### src/rtl/shifter_pkg.sv
// Shared definitions for the iterative shifter: op codes, FSM states and
// default widths, plus a small decode helper used by the control FSM.
package shifter_pkg;

   localparam int DEFAULT_WIDTH   = 32;
   localparam int DEFAULT_SHAMT_W = 5;

   // Op codes as produced by the SHIFTER_control output of the ALU control block
   localparam logic [2:0] SH_NOP  = 3'b000;
   localparam logic [2:0] SH_LOAD = 3'b001;
   localparam logic [2:0] SH_SLL  = 3'b010;
   localparam logic [2:0] SH_SRL  = 3'b011;
   localparam logic [2:0] SH_SRA  = 3'b100;
   localparam logic [2:0] SH_ROR  = 3'b101;
   localparam logic [2:0] SH_ROL  = 3'b110;
   localparam logic [2:0] SH_RSVD = 3'b111;

   typedef enum logic [1:0] {
      ST_IDLE  = 2'd0,
      ST_SHIFT = 2'd1,
      ST_DONE  = 2'd2
   } state_e;

   function automatic logic is_shift_op(input logic [2:0] op);
      return (op == SH_SLL) || (op == SH_SRL) || (op == SH_SRA) ||
             (op == SH_ROR) || (op == SH_ROL);
   endfunction

endpackage

### src/rtl/shift_step.sv
// Combinational single-bit step of a shift or rotate. Unknown ops pass the
// value through untouched so the caller never sees X-propagation from decode.
module shift_step
   import shifter_pkg::*;
#(
   parameter int WIDTH = DEFAULT_WIDTH
) (
   input  logic [2:0]       op,
   input  logic [WIDTH-1:0] value,
   output logic [WIDTH-1:0] next_value
);

   always_comb begin
      // NOTE: assign a default before the case so no path leaves next_value unassigned (that would infer a latch).
      next_value = value;
      case (op)
         SH_SLL:  next_value = {value[WIDTH-2:0], 1'b0};
         SH_SRL:  next_value = {1'b0, value[WIDTH-1:1]};
         SH_SRA:  next_value = {value[WIDTH-1], value[WIDTH-1:1]};
         SH_ROR:  next_value = {value[0], value[WIDTH-1:1]};
         SH_ROL:  next_value = {value[WIDTH-2:0], value[WIDTH-1]};
         default: next_value = value;
      endcase
   end

endmodule

### src/rtl/shift_unit.sv
// Iterative multicycle shifter: one bit position per clock, busy while not
// IDLE and a one-cycle done pulse once data_out holds the final result.
module shift_unit
   import shifter_pkg::*;
#(
   parameter int WIDTH   = DEFAULT_WIDTH,
   parameter int SHAMT_W = DEFAULT_SHAMT_W
) (
   input  logic               clk,
   input  logic               reset,
   input  logic               start,
   input  logic [2:0]         shift_op,
   input  logic [WIDTH-1:0]   data_in,
   input  logic [SHAMT_W-1:0] shamt,
   output logic [WIDTH-1:0]   data_out,
   output logic               busy,
   output logic               done
);

   state_e             state_q, state_d;
   logic [2:0]         op_q, op_d;
   logic [SHAMT_W-1:0] count_q, count_d;
   logic [WIDTH-1:0]   data_q, data_d;
   logic [WIDTH-1:0]   step_value;

   shift_step #(
      .WIDTH (WIDTH)
   ) u_step (
      .op         (op_q),
      .value      (data_q),
      .next_value (step_value)
   );

   always_ff @(posedge clk or posedge reset) begin
      // NOTE: sequential state uses non-blocking assignments so every register samples pre-edge values.
      if (reset) begin
         state_q <= ST_IDLE;
         op_q    <= SH_NOP;
         count_q <= '0;
         data_q  <= '0;
      end else begin
         state_q <= state_d;
         op_q    <= op_d;
         count_q <= count_d;
         data_q  <= data_d;
      end
   end

   always_comb begin
      state_d = state_q;
      op_d    = op_q;
      count_d = count_q;
      data_d  = data_q;

      case (state_q)
         ST_IDLE: begin
            if (start) begin
               if (shift_op == SH_LOAD) begin
                  data_d  = data_in;
                  state_d = ST_DONE;
               end else if (is_shift_op(shift_op)) begin
                  data_d  = data_in;
                  op_d    = shift_op;
                  count_d = shamt;
                  // A zero shift amount is just a load; skip the SHIFT state entirely
                  state_d = (shamt == '0) ? ST_DONE : ST_SHIFT;
               end
            end
         end
         ST_SHIFT: begin
            data_d  = step_value;
            count_d = count_q - SHAMT_W'(1);
            if (count_q == SHAMT_W'(1)) state_d = ST_DONE;
         end
         ST_DONE: state_d = ST_IDLE;
         default: state_d = ST_IDLE;
      endcase
   end

   assign data_out = data_q;
   assign busy     = (state_q != ST_IDLE);
   assign done     = (state_q == ST_DONE);

endmodule

### config.mk
export PLATFORM = sky130hd
export DESIGN_NAME = shift_unit
export DESIGN_NICKNAME = d
export VERILOG_FILES = /design/src/rtl/shifter_pkg.sv /design/src/rtl/shift_step.sv /design/src/rtl/shift_unit.sv
export SDC_FILE = /design/constraint.sdc
export NUM_CORES = 1
export LEC_CHECK = 0
export ABC_CLOCK_PERIOD_IN_PS = 2650
export CORE_MARGIN = 1.5
export CORE_UTILIZATION = 48
export CTS_CLUSTER_DIAMETER = 120
export DETAILED_ROUTE_END_ITERATION = 6
export MAX_ROUTING_LAYER = met4
export PLACE_DENSITY_LB_ADDON = 0.3
export SLEW_MARGIN = 20
export SYNTH_ARGS = -nofsm -noshare
export SYNTH_HDL_FRONTEND = slang
export SYNTH_SLANG_ARGS = --single-unit
### constraint.sdc
create_clock -name clk -period 2.65 [get_ports clk]
set_input_delay 0.53 -clock clk [delete_from_list [all_inputs] [get_ports clk]]
set_output_delay 0.53 -clock clk [all_outputs]
set_load 0.005 [all_outputs]
Word-level counts from Yosys, hierarchy flattened. Index checks and enable logic that the tools add are counted.

Flip-flop bits (word level): 42. Latch bits: 0. RAM bits: 0. Memory bits (read-only): 0. Input port bits: 43. Output and inout port bits: 34. Memories kept: 0.

$add $sub $neg: 1. Multipliers: 0. Div/mod/pow operators: 0. Magnitude comparators: 0. Eq/ne operators: 22. Shift-type cells: 0. Muxes and demuxes: 15. Bitwise logic cells: 1. Reduce and logical (&&, ||, !) cells: 13.

Operators with widths (count): $pmux 32 s5 (1); $mux 32 (3); $pmux 32 s2 (1); $eq 3x3->1 const B (6); $mux 5 (3); $eq 3x2->1 const B (4); $reduce_and 4->1 (3); $mux 2 (5); $ne 2x2->1 const B (5); $pmux 5 s2 (1); $ne 6x1->1 const B (1); $eq 5x1->1 const B (1); $logic_not 5->1 (1); $ne 5x1->1 const B (1); $reduce_and 5->1 (1); $sub 5x1->5 const B (1); $logic_or 1x1->1 (4); $pmux 2 s2 (1); $reduce_bool 2->1 (2); $eq 3x1->1 const B (1); $ne 3x3->1 const B (1); $reduce_and 3->1 (1); $eq 2x1->1 const B (1); $eq 2x2->1 const B (1); 2 further kinds (2).

Longest topological paths before layout. Gate-level depths: netlist (run 1).

Depth after elaboration: 9. Mapped depth: 7. Mapped depth without buffers: 5.

By module. Synthesis (run 1) repeated with hierarchy kept, for this count alone.

Cell total of the unflattened synthesis: 412. Area, all modules: 3347.0 um^2.

Modules (own cells, without submodules): shift_unit (times used 1, cells an instance 201, area an instance 2084.5 um^2); shift_step (times used 1, cells an instance 211, area an instance 1262.5 um^2).

Least setup slack after synthesis (run 1). Ideal clock, no wire load.

Path type: input -> register. From: input port shift_op[2]. To: register data_q[10], in the netlist data_out[10]. Setup time: 95 ps. Arrival: 1885 ps. Required time: 2555 ps. Slack: 669 ps. Stages: 6. Path buffers: 2. Cell sequence: and4b_1 or4_4 or2_1 buf_6 buf_6 o31ai_1.

Cells in the longest elaborated chain, start to end: 7. Elaborated cells between the ends (all ways): 15. Classes of those cells: 7 x eq/ne; 3 x mux; 5 x reduce/logical.

RTL lines: start: declaration (line shift_unit.sv:12) `input logic [2:0] shift_op,`; $eq 3x2->1 (line shifter_pkg.sv:25) `return (op == SH_SLL) || (op == SH_SRL) || (op == SH_SRA) ||`; $logic_or 1x1->1 (3 in series) (line shifter_pkg.sv:25); $logic_or 1x1->1 (line shifter_pkg.sv:26) `(op == SH_ROR) || (op == SH_ROL);`; $ne 3x3->1 (no line); $reduce_and 4->1 (no line); end signal: assignment (line shift_unit.sv:45) `data_q <= data_d;`; end: declaration (line shift_unit.sv:23) `logic [WIDTH-1:0] data_q, data_d;`.

Several ways; a longest one is shown, not always the timed one. The select of a mux whose other input is x is not followed. A chain may end at the register's enable or synchronous reset.

Worst setup path in the final report (run 1).
From: input port shift_op[2]. To: register data_q[22], in the netlist data_out[22].

The elaborated chain is that of the path after synthesis.

==> run_results.csv, run 1 <==
group,metric,value,unit
critical_path,cp.arrival,2.59,ns
finish,finalNonFillerCells,439,
run_status,run_status,"finished, final reports clean",
critical_path,critPathMaxFanout,22,
finish,area_growth_syn_to_layout,34.6,%
floorplan,fp.dieW,76.7,µm
synthesis,yosys.area_share.simple,13.3,%
floorplan,initial_core_util,50.3,%
min_path,hold_end,"count_q[4]$_DFFE_PP0P_",
synthesis,syn_area,0.00260,mm²
cts,cts_inserted_buffers,5,
finish,fin_area,0.00350,mm²
drt,vias,2606,
cts,cts_tree,"done",
drt,vias_per_cell,5.94,
synthesis,synth-compound-area-share,35.8,%
critical_path,required,2.85,ns
cts,cts.repair.resized,0,
critical_path,rr_endpoint,"data_out[22]$_DFFE_PP0P_",
synthesis,synth_cells,301,
place,port_buffers,76,
power_and_ir_drop,net-switching-power,1850,µW
power_and_ir_drop,pwr-share-seq,31.7,%
synthesis,synth.most_common_cell,"dfrtp_1",
synthesis,synth_nets,346,
critical_path,worst_setup_path_start_kind,"primary input",
grt,overflow,0,
grt,grt_pass1_wl,12.1,mm
drt,wl_per_cell,16.0,µm
place,dpl.hpwl,4.81,mm
synthesis,yosys_warnings,0,
synthesis,synthMuxAreaShare,3.32,%
power_and_ir_drop,p_total,4280,µW
timing,max_slew_margin,65.1,%
synthesis,synth_common_cells,"dfrtp_1 (42), o21ai_0 (39), nor2_1 (34), a31oi_1 (31), o31ai_1 (31)",
timing,skew,0.00763,ns
timing,drv_slew,0,
synthesis,synthXorXnorAreaFrac,0,%
cts,cts_hold_buf,0,
synthesis,synth_top_area_share,40.4,%
cts,post_cts_buffers,0,
job,maxCapViolCount,0,
power_and_ir_drop,p_clk_share,10.0,%
place,dp_cells,431,
timing,finalHoldViolCount,0,
critical_path,r2r_start,"state_q[0]$_DFFE_PP0P_",
synthesis,synth-seq-cells,42,
power_and_ir_drop,combPwrFrac,58.3,%
critical_path,critPathKind,"in2reg",
drt,drc,0,
finish,diodes,0,
min_path,min_from,"count_q[4]$_DFFE_PP0P_",
timing,rsz0062_at_grt,"no",
timing,setup_viol,0,
finish,final_layout_size_suffix_gt1_share,7.32,%
synthesis,synth_top_area_cell,"dfrtp_1",
finish,fill_cells,432,
drt,drt_pre_antenna_iters,4,
grt,grt_usage,25.9,%
drt,drt_iter0_drc,206,
synthesis,synth_top_family_by_area,"compound AO/OA/AOI/OAI gates",
timing,fmax,417,MHz
floorplan,ios,77,
min_path,whs_path_depth,1,
critical_path,rr_worst_depth,5,
finish,nets,413,
timing,fin_crit,2.40,ns
cts,clkSlewWorstSetupHoldPaths,0.08,ns
critical_path,critPathCaptureType,"flip-flop",
synthesis,synth_cell_types,38,
floorplan,die_y,76.7,µm
grt,antenna_found_initial,0,
floorplan,die_area,0.00588,mm²
synthesis,synth.area.top_cells,"dfrtp_1 (40%), o31ai_1 (8.9%), a21boi_0 (8.6%)",
cts,htree_levels,2,
synthesis,synth_adder_area_share,0.961,%
min_path,hp-class,"reg2reg",
floorplan,design.core.area,0.00517,mm²
place,dpl_cell_area,0.00341,mm²
drt,drtAntennaViolNets,0,
power_and_ir_drop,p_int,2430,µW
grt,grt_pass1_vias,2499,
cts,insertion_delay,0.30,ns
cts,cts_root_buf,"clkbuf_8",
drt,wirelength,7.04,mm
critical_path,regToRegSetupSlack,0.57,ns
floorplan,num_rows,26,
power_and_ir_drop,swShare,43.3,%
power_and_ir_drop,p_per_area,1220,mW/mm²
synthesis,avgSynthCellArea,8.65,µm²
synthesis,async_flop_share,100,%
synthesis,synth_flop_cell,"dfrtp_1",
synthesis,synth_edf_count,0,
grt,grt_max_degree,43,
place,gp_congestion,0.893,
timing,period_share,90.4,%
synthesis,seq_area_frac_synth,40.4,%
cts,clock_sinks,42,
power_and_ir_drop,p_leak,0.00141,µW
cts,clock_path_buffers,2,
power_and_ir_drop,ir_worst_vdd,584,µV
timing,worstMarginPinSlew,0.524,ns
cells by family after synthesis:
kind of cell | Yosys count
DFF | 42
adders and majority gates | 2
muxes | 8
buffers and inverters | 36
and+or+nand+nor | 69
AOI/OAI and AO/OA | 144
worst max-delay path by stage:
stage | start | endpoint | slack, ns | cells after the start
after global placement | shift_op[2] | data_out[15]$_DFFE_PP0P_ | 0.08 | 6
after global routing | shift_op[2] | data_out[22]$_DFFE_PP0P_ | 0.12 | 6
final | shift_op[2] | data_out[22]$_DFFE_PP0P_ | 0.25 | 6
after detailed placement | shift_op[2] | data_out[22]$_DFFE_PP0P_ | -0.04 | 6
after floorplan | shift_op[2] | data_out[10]$_DFFE_PP0P_ | 0.67 | 6
after CTS | shift_op[2] | data_out[22]$_DFFE_PP0P_ | 0.27 | 6
power by group through the flow:
stage,Combinational [µW],Clock (µW),Sequential [µW]
4_1_cts,2500,435,1350
3_3_place_gp,2420,0,1350
5_1_grt,2780,459,1420
6_report,2500,428,1360
3_5_place_dp,2490,0,1360
2_1_floorplan,1600,0,1260
layout by cell type (no fill, tap or decap), types with 2 or more instances in the layout:
cell | Yosys | routed
a21boi_0 | 30 | 30
a21oi_1 | 7 | 7
a31oi_1 | 31 | 31
and2b_1 | 2 | 2
and3_1 | 3 | 3
buf_4 | 0 | 13
clkbuf_8 | 0 | 6
clkdlybuf4s50_1 | 0 | 76
dfrtp_1 | 42 | 42
ha_1 | 2 | 2
inv_1 | 7 | 7
mux2_2 | 4 | 4
mux2i_1 | 3 | 3
nand2_1 | 5 | 5
nand2b_1 | 2 | 2
nand3_1 | 4 | 4
nand4b_1 | 2 | 2
nor2_1 | 34 | 34
nor2b_1 | 3 | 2
nor3_1 | 4 | 4
nor4_1 | 2 | 2
o21ai_0 | 39 | 39
o31ai_1 | 31 | 31
registers in the layout (all words and copies together) (netlist names):
name	flops
data_out	32
op_q	3
count_q	5
state_q	2
worst max-delay path, stage by stage:
cell and delay, ns:
clkdlybuf4s50_1 0.50, and4b_1 0.26, or4_4 0.51, or2_1 0.26
buf_4 0.23, o31ai_1 0.30
area by class of cell:
| cell class | count | area [µm²] | share of cell area [%] |
|---|---|---|---|
| Multi-Input combinational cell | 223 | 1390 | 39.7 |
| Tap cell | 70 | 87.6 | 2.50 |
| Timing Repair Buffer | 89 | 858 | 24.5 |
| Clock inverter | 1 | 5.00 | 0.143 |
| Clock buffer | 7 | 86.3 | 2.46 |
| Inverter | 7 | 26.3 | 0.750 |
| Sequential cell | 42 | 1050 | 30.0 |
through the flow:
stage	util, %	setup WS (ns)	hold slack, ns	TNS (ns)
after floorplan	-	0.669	0.451	0
after global placement	66.0	0.0810	0.462	0
after detailed placement	66.0	-0.0352	0.473	-0.0881
after CTS	67.8	0.267	0.487	0
after global routing	67.8	0.124	0.508	0
final	67.8	0.254	0.482	0
routing by layer:
metal	up-vias	GRT usage (%)	wire length [µm]
met4	0	8.33	75
met5	-	-	0
li1	1267	-	-
met2	92	38.5	3310
met3	8	5.00	418
met1	1239	35.7	3250
Note: power is estimated with default switching activity, not from simulation.
==> run 2, diff against run 1 <==
- CORE_UTILIZATION: 48 -> 51
- SYNTH_HIERARCHICAL: not set -> 1
==> run 2 against run 1 <==
Effect of this change: non-clock buffer count shrank 8; final area grew 20%; power increased by 28%; sequential cell count is the same; sequential share of layout area is 4.9 points lower; synthesized area up 29%; wire length grew 9.1%; largest cell class unchanged; highest routed layer unchanged.
==> run_results.csv, run 2 <==
group,metric,value,unit
synthesis,synth_edf_count,0,
critical_path,crit_start,"shift_op[0]",
synthesis,synth.most_common_cell,"nand2b_1",
synthesis,synth_top_area_cell,"dfrtp_1",
floorplan,die_y,84.0,µm
finish,fill_cells,555,
cts,clock_path_buffers,2,
critical_path,cp-endpoint,"data_out[17]$_DFFE_PP0P_",
synthesis,syn_area,0.00335,mm²
cts,clkSlewWorstSetupHoldPaths,0.08,ns
floorplan,design.core.area,0.00635,mm²
drt,drtAntennaViolNets,0,
timing,fmax,452,MHz
synthesis,synth_nets,457,
drt,drc,0,
timing,drv_slew,0,
timing,worstMarginPinSlew,1.02,ns
synthesis,yosys_warnings,6,
grt,grt_max_degree,71,
power_and_ir_drop,p_leak,0.00172,µW
finish,largest_register_ffs,32,
finish,nets,511,
critical_path,rr_endpoint,"data_out[29]$_DFFE_PP0P_",
synthesis,synth_cells,412,
synthesis,avgSynthCellArea,8.12,µm²
synthesis,async_flop_share,100,%
timing,setup_viol,0,
critical_path,critPathMaxFanout,64,
synthesis,synth_cell_types,40,
synthesis,synth.area.top_cells,"dfrtp_1 (31%), mux2i_1 (12%), nand2b_1 (9.5%)",
cts,cts_tree,"done",
synthesis,synth_top_area_share,31.4,%
critical_path,required,2.82,ns
floorplan,fp.dieW,84.0,µm
cts,post_cts_buffers,0,
critical_path,r2r_start,"op_q[2]$_DFFE_PP0P_",
drt,drt_pre_antenna_iters,4,
finish,final_layout_size_suffix_gt1_share,11.6,%
timing,period_share,83.4,%
critical_path,cp.arrival,2.38,ns
cts,cts.repair.resized,0,
drt,drt_iter0_drc,204,
cts,cts_hold_buf,0,
place,port_buffers,76,
cts,insertion_delay,0.29,ns
timing,finalHoldViolCount,0,
cts,cts_inserted_buffers,5,
floorplan,die_area,0.00706,mm²
min_path,hp-class,"reg2reg",
floorplan,num_rows,29,
grt,antenna_found_initial,0,
floorplan,initial_core_util,52.7,%
cts,clock_sinks,42,
grt,grt_pass1_wl,13.3,mm
timing,skew,0.0102,ns
job,maxCapViolCount,0,
power_and_ir_drop,ir_worst_vdd,639,µV
power_and_ir_drop,p_total,5470,µW
timing,rsz0062_at_grt,"no",
finish,finalNonFillerCells,544,
run_status,run_status,"finished, final reports clean",
drt,vias,3122,
place,dpl.hpwl,5.26,mm
grt,overflow,0,
drt,wirelength,7.68,mm
drt,vias_per_cell,5.74,
critical_path,critPathKind,"in2reg",
synthesis,synth_common_cells,"nand2b_1 (51), dfrtp_1 (42), mux2i_1 (39), a21oi_1 (37), nand2_1 (36)",
critical_path,regToRegSetupSlack,0.60,ns
synthesis,seq_area_frac_synth,31.4,%
synthesis,synth_flop_cell,"dfrtp_1",
grt,grt_usage,23.3,%
critical_path,rr_worst_depth,5,
finish,diodes,0,
cts,htree_levels,2,
finish,mostFrequentLayoutCell,"clkdlybuf4s50_1",
power_and_ir_drop,p_per_area,1300,mW/mm²
synthesis,synth-seq-cells,42,
place,gp_congestion,0.857,
timing,tns,0,ns
drt,wl_per_cell,14.1,µm
finish,mostFrequentLayoutCells,"clkdlybuf4s50_1 (76), nand2b_1 (51), dfrtp_1 (40), mux2i_1 (39), a21oi_1 (37)",
finish,area_growth_syn_to_layout,25.7,%
floorplan,ios,77,
grt,grt_pass1_vias,2866,
timing,max_slew_margin,31.7,%
critical_path,critPathCaptureType,"flip-flop",
cts,cts_root_buf,"clkbuf_8",
critical_path,worst_setup_path_start_kind,"primary input",
timing,fin_crit,2.21,ns
place,dp_cells,536,
-- run 2: cell count changes in the layout (fill, tap and decap cells not counted), moves of 25 or more --
cell      before  now
a21boi_0      30    0
a21oi_1        7   37
mux2i_1        3   39
nand2_1        5   36
nand2b_1       2   51
nor2_1        34    9
o31ai_1       31    0
or2_2          1   26
-- run 2: per-stage QoR --
stage          cell area (µm²)  hold slack [ns]  setup slack, ns  util [%]
2_1_floorplan             3350            0.476            0.728         -
3_3_place_gp              4100            0.500            0.203      64.6
3_5_place_dp              4100            0.527            0.142      64.6
4_1_cts                   4210            0.547            0.462      66.2
5_1_grt                   4210            0.556            0.342      66.2
6_report                  4210            0.545            0.439      66.2
-- run 2: worst min path at each step --
stage                     slack [ns]  cells after the start                  endpoint                      from
after floorplan                 0.48                      1       op_q[1]$_DFFE_PP0P_       op_q[1]$_DFFE_PP0P_
after global placement          0.50                      1       op_q[0]$_DFFE_PP0P_       op_q[0]$_DFFE_PP0P_
after detailed placement        0.53                      2  data_out[16]$_DFFE_PP0P_  data_out[16]$_DFFE_PP0P_
after CTS                       0.55                      2  data_out[16]$_DFFE_PP0P_  data_out[16]$_DFFE_PP0P_
after global routing            0.56                      1       op_q[0]$_DFFE_PP0P_       op_q[0]$_DFFE_PP0P_
final                           0.54                      2  data_out[16]$_DFFE_PP0P_  data_out[16]$_DFFE_PP0P_
-- run 2: layer usage --
metal | up-vias | routed length (µm) | GRT usage (%)
met4 | 0 | 65 | 5.22
met5 | - | 0 | -
li1 | 1575 | - | -
met1 | 1460 | 3460 | 30.4
met3 | 6 | 324 | 3.96
met2 | 81 | 3840 | 38.3
-- run 2: final cells by class --
cell class	instances	area [µm²]	share of cell area, %
Clock inverter	1	30.0	0.714
Inverter	5	18.8	0.446
Sequential cell	42	1050	25.0
Tap cell	77	96.3	2.29
Clock buffer	7	76.3	1.81
Timing Repair Buffer	81	823	19.6
Multi-Input combinational cell	331	2110	50.1
-- run 2: logic make-up after synthesis --
group                      Yosys count  share of synthesized area, %
AOI/OAI and AO/OA                  113                          19.3
adders and majority gates            2                         0.748
buffers and inverters               39                          5.87
DFF                                 42                          31.4
muxes                               46                          14.4
and+or+nand+nor                    170                          28.3
-- run 2: critical path, cell delays in order --
cell and delay, ns:
clkdlybuf4s50_1 0.51, and4b_2 0.27, or4_2 0.65, buf_12 0.21, nand2_1 0.09, o21ai_0 0.08
-- run 2: power breakdown --
group          leakage (µW)  switching [µW]  internal, µW
Clock             0.0000524             222           282
Combinational       0.00116            1550          1850
Sequential         0.000504             598           969
Total               0.00172            2370          3100
==> run 3, diff against run 2 <==
- ABC_CLOCK_PERIOD_IN_PS: 2650 -> 2100
- clock period: 2.65 -> 2.1 ns (I/O delays scaled with it)
==> run 3 against run 2 <==
Effect of this change: non-clock buffer count rose by 8; global-route usage is 0.25 points lower; largest power group unchanged; critical path type unchanged; setup slack worse by 0.37 ns; final area up 1.7%; clock skew fell by 0.0036 ns; clock-buffer cell count increased by 1.
==> run_results.csv, run 3 (synthesized netlist as in run 2, its figures left out) <==
group,metric,value,unit
critical_path,cp.arrival,2.20,ns
drt,wl_per_cell,13.8,µm
timing,fin_ws,0.0726,ns
cts,cts_root_buf,"clkbuf_8",
power_and_ir_drop,p_total,6870,µW
finish,area_growth_syn_to_layout,27.8,%
cts,cts.repair.resized,0,
place,port_buffers,76,
finish,nets,519,
critical_path,regToRegSetupSlack,0.21,ns
timing,drv_slew,0,
floorplan,design.core.area,0.00635,mm²
finish,fin_util,67.4,%
cts,post_cts_buffers,0,
critical_path,slowest_stage,"or4_2",
cts,cts_inserted_buffers,5,
grt,grt_pass1_wl,13.2,mm
cts,htree_levels,2,
timing,fin_crit,2.03,ns
timing,finalHoldViolCount,0,
critical_path,required,2.27,ns
drt,drt_iter0_drc,153,
timing,rsz0062_at_grt,"no",
power_and_ir_drop,p_clk_share,7.3,%
timing,tns,0,ns
cts,clkSlewWorstSetupHoldPaths,0.08,ns
floorplan,ios,77,
finish,diodes,0,
grt,grt_pass1_vias,2946,
power_and_ir_drop,p_leak,0.00176,µW
timing,skew,0.00662,ns
power_and_ir_drop,swShare,43.4,%
drt,wirelength,7.61,mm
critical_path,r2r_start,"state_q[0]$_DFFE_PP0P_",
job,maxCapViolCount,0,
grt,overflow,0,
grt,antenna_found_initial,0,
finish,largest_register_ffs,32,
min_path,hp-class,"in2async",
drt,drt_pre_antenna_iters,4,
timing,fmax,493,MHz
timing,worstMarginPinSlew,0.467,ns
finish,mostFrequentLayoutCells,"clkdlybuf4s50_1 (76), nand2b_1 (51), dfrtp_1 (40), mux2i_1 (39), a21oi_1 (37)",
floorplan,initial_core_util,52.7,%
cts,insertion_delay,0.29,ns
run_status,run_status,"finished, final reports clean",
finish,fill_cells,526,
grt,grt_usage,23.1,%
place,gp_congestion,0.816,
timing,holdWs,0.454,ns
timing,setup_viol,0,
drt,drc,0,
floorplan,num_rows,29,
power_and_ir_drop,ir_worst_vdd,796,µV
timing,period_share,96.5,%
power_and_ir_drop,p_per_area,1610,mW/mm²
cts,clock_sinks,42,
finish,mostFrequentLayoutCell,"clkdlybuf4s50_1",
power_and_ir_drop,p_int,3890,µW
floorplan,die_area,0.00706,mm²
floorplan,die_y,84.0,µm
power_and_ir_drop,pwr-share-seq,26.0,%
place,dpl.hpwl,5.17,mm
critical_path,critPathKind,"in2reg",
critical_path,rr_endpoint,"data_out[2]$_DFFE_PP0P_",
floorplan,fp.dieW,84.0,µm
critical_path,max_stage_delay,0.65,ns
cts,cts_hold_buf,0,
drt,vias,3105,
power_and_ir_drop,net-switching-power,2980,µW
finish,final_layout_size_suffix_gt1_share,12.8,%
power_and_ir_drop,combPwrFrac,66.6,%
drt,vias_per_cell,5.63,
cts,cts_tree,"done",
grt,grt_max_degree,65,
critical_path,worst_setup_path_start_kind,"primary input",
critical_path,critPathCaptureType,"flip-flop",
timing,max_slew_margin,68.8,%
drt,drtAntennaViolNets,0,
cts,clock_path_buffers,2,
critical_path,rr_worst_depth,5,
place,place_ws,-0.223,ns
critical_path,critPathMaxFanout,64,
critical_path,path_cells,"clkdlybuf4s50_1 > and4b_2 > or4_2 > buf_12 > nand2_1 > o21ai_0",
run 3: through the flow:
step | cell area [µm²] | std cells
floorplan | 3350 | 412
global placement | 4200 | 544
detailed placement | 4200 | 544
CTS | 4280 | 552
global route | 4280 | 552
finish | 4280 | 552
run 3: cell type report:
| type | instances | area (µm²) | share of cell area [%] |
|---|---|---|---|
| Multi-Input combinational cell | 331 | 2110 | 49.3 |
| Sequential cell | 42 | 1050 | 24.6 |
| Timing Repair Buffer | 89 | 921 | 21.5 |
| Tap cell | 77 | 96.3 | 2.25 |
| Clock buffer | 8 | 80.1 | 1.87 |
| Inverter | 5 | 18.8 | 0.439 |
run 3: worst max path at each step:
| stage | startpoint | endpoint | slack (ns) | cells past startpoint |
|---|---|---|---|---|
| after global placement | shift_op[2] | data_out[6]$_DFFE_PP0P_ | -0.15 | 6 |
| after global routing | shift_op[1] | data_out[25]$_DFFE_PP0P_ | 0.02 | 6 |
| after CTS | shift_op[2] | data_out[19]$_DFFE_PP0P_ | 0.09 | 6 |
| after floorplan | shift_op[1] | op_q[0]$_DFFE_PP0P_ | 0.29 | 5 |
| after detailed placement | shift_op[2] | data_out[15]$_DFFE_PP0P_ | -0.22 | 6 |
| final | shift_op[2] | data_out[2]$_DFFE_PP0P_ | 0.07 | 6 |
run 3: power by group through the flow:
stage	Sequential [µW]	Clock (µW)	Combinational (µW)
2_1_floorplan	1630	0	3340
3_3_place_gp	1780	0	4440
3_5_place_dp	1800	0	4570
4_1_cts	1790	521	4590
5_1_grt	1880	552	5100
6_report	1790	505	4580
run 3: layer usage:
metal	part of all wire (%)	GRT usage, %	vias up
met5	0	-	-
met4	0.60	5.66	0
met3	4.6	3.66	5
met2	48	40.2	68
met1	47	28.1	1453
li1	-	-	1579
run 3: critical path, delay by kind of cell:
| kind | cells | cell delay, ns |
|---|---|---|
| AOI/OAI and AO/OA | 1 | 0.08 |
| buffers and inverters | 2 | 0.67 |
| and+or+nand+nor | 3 | 0.99 |
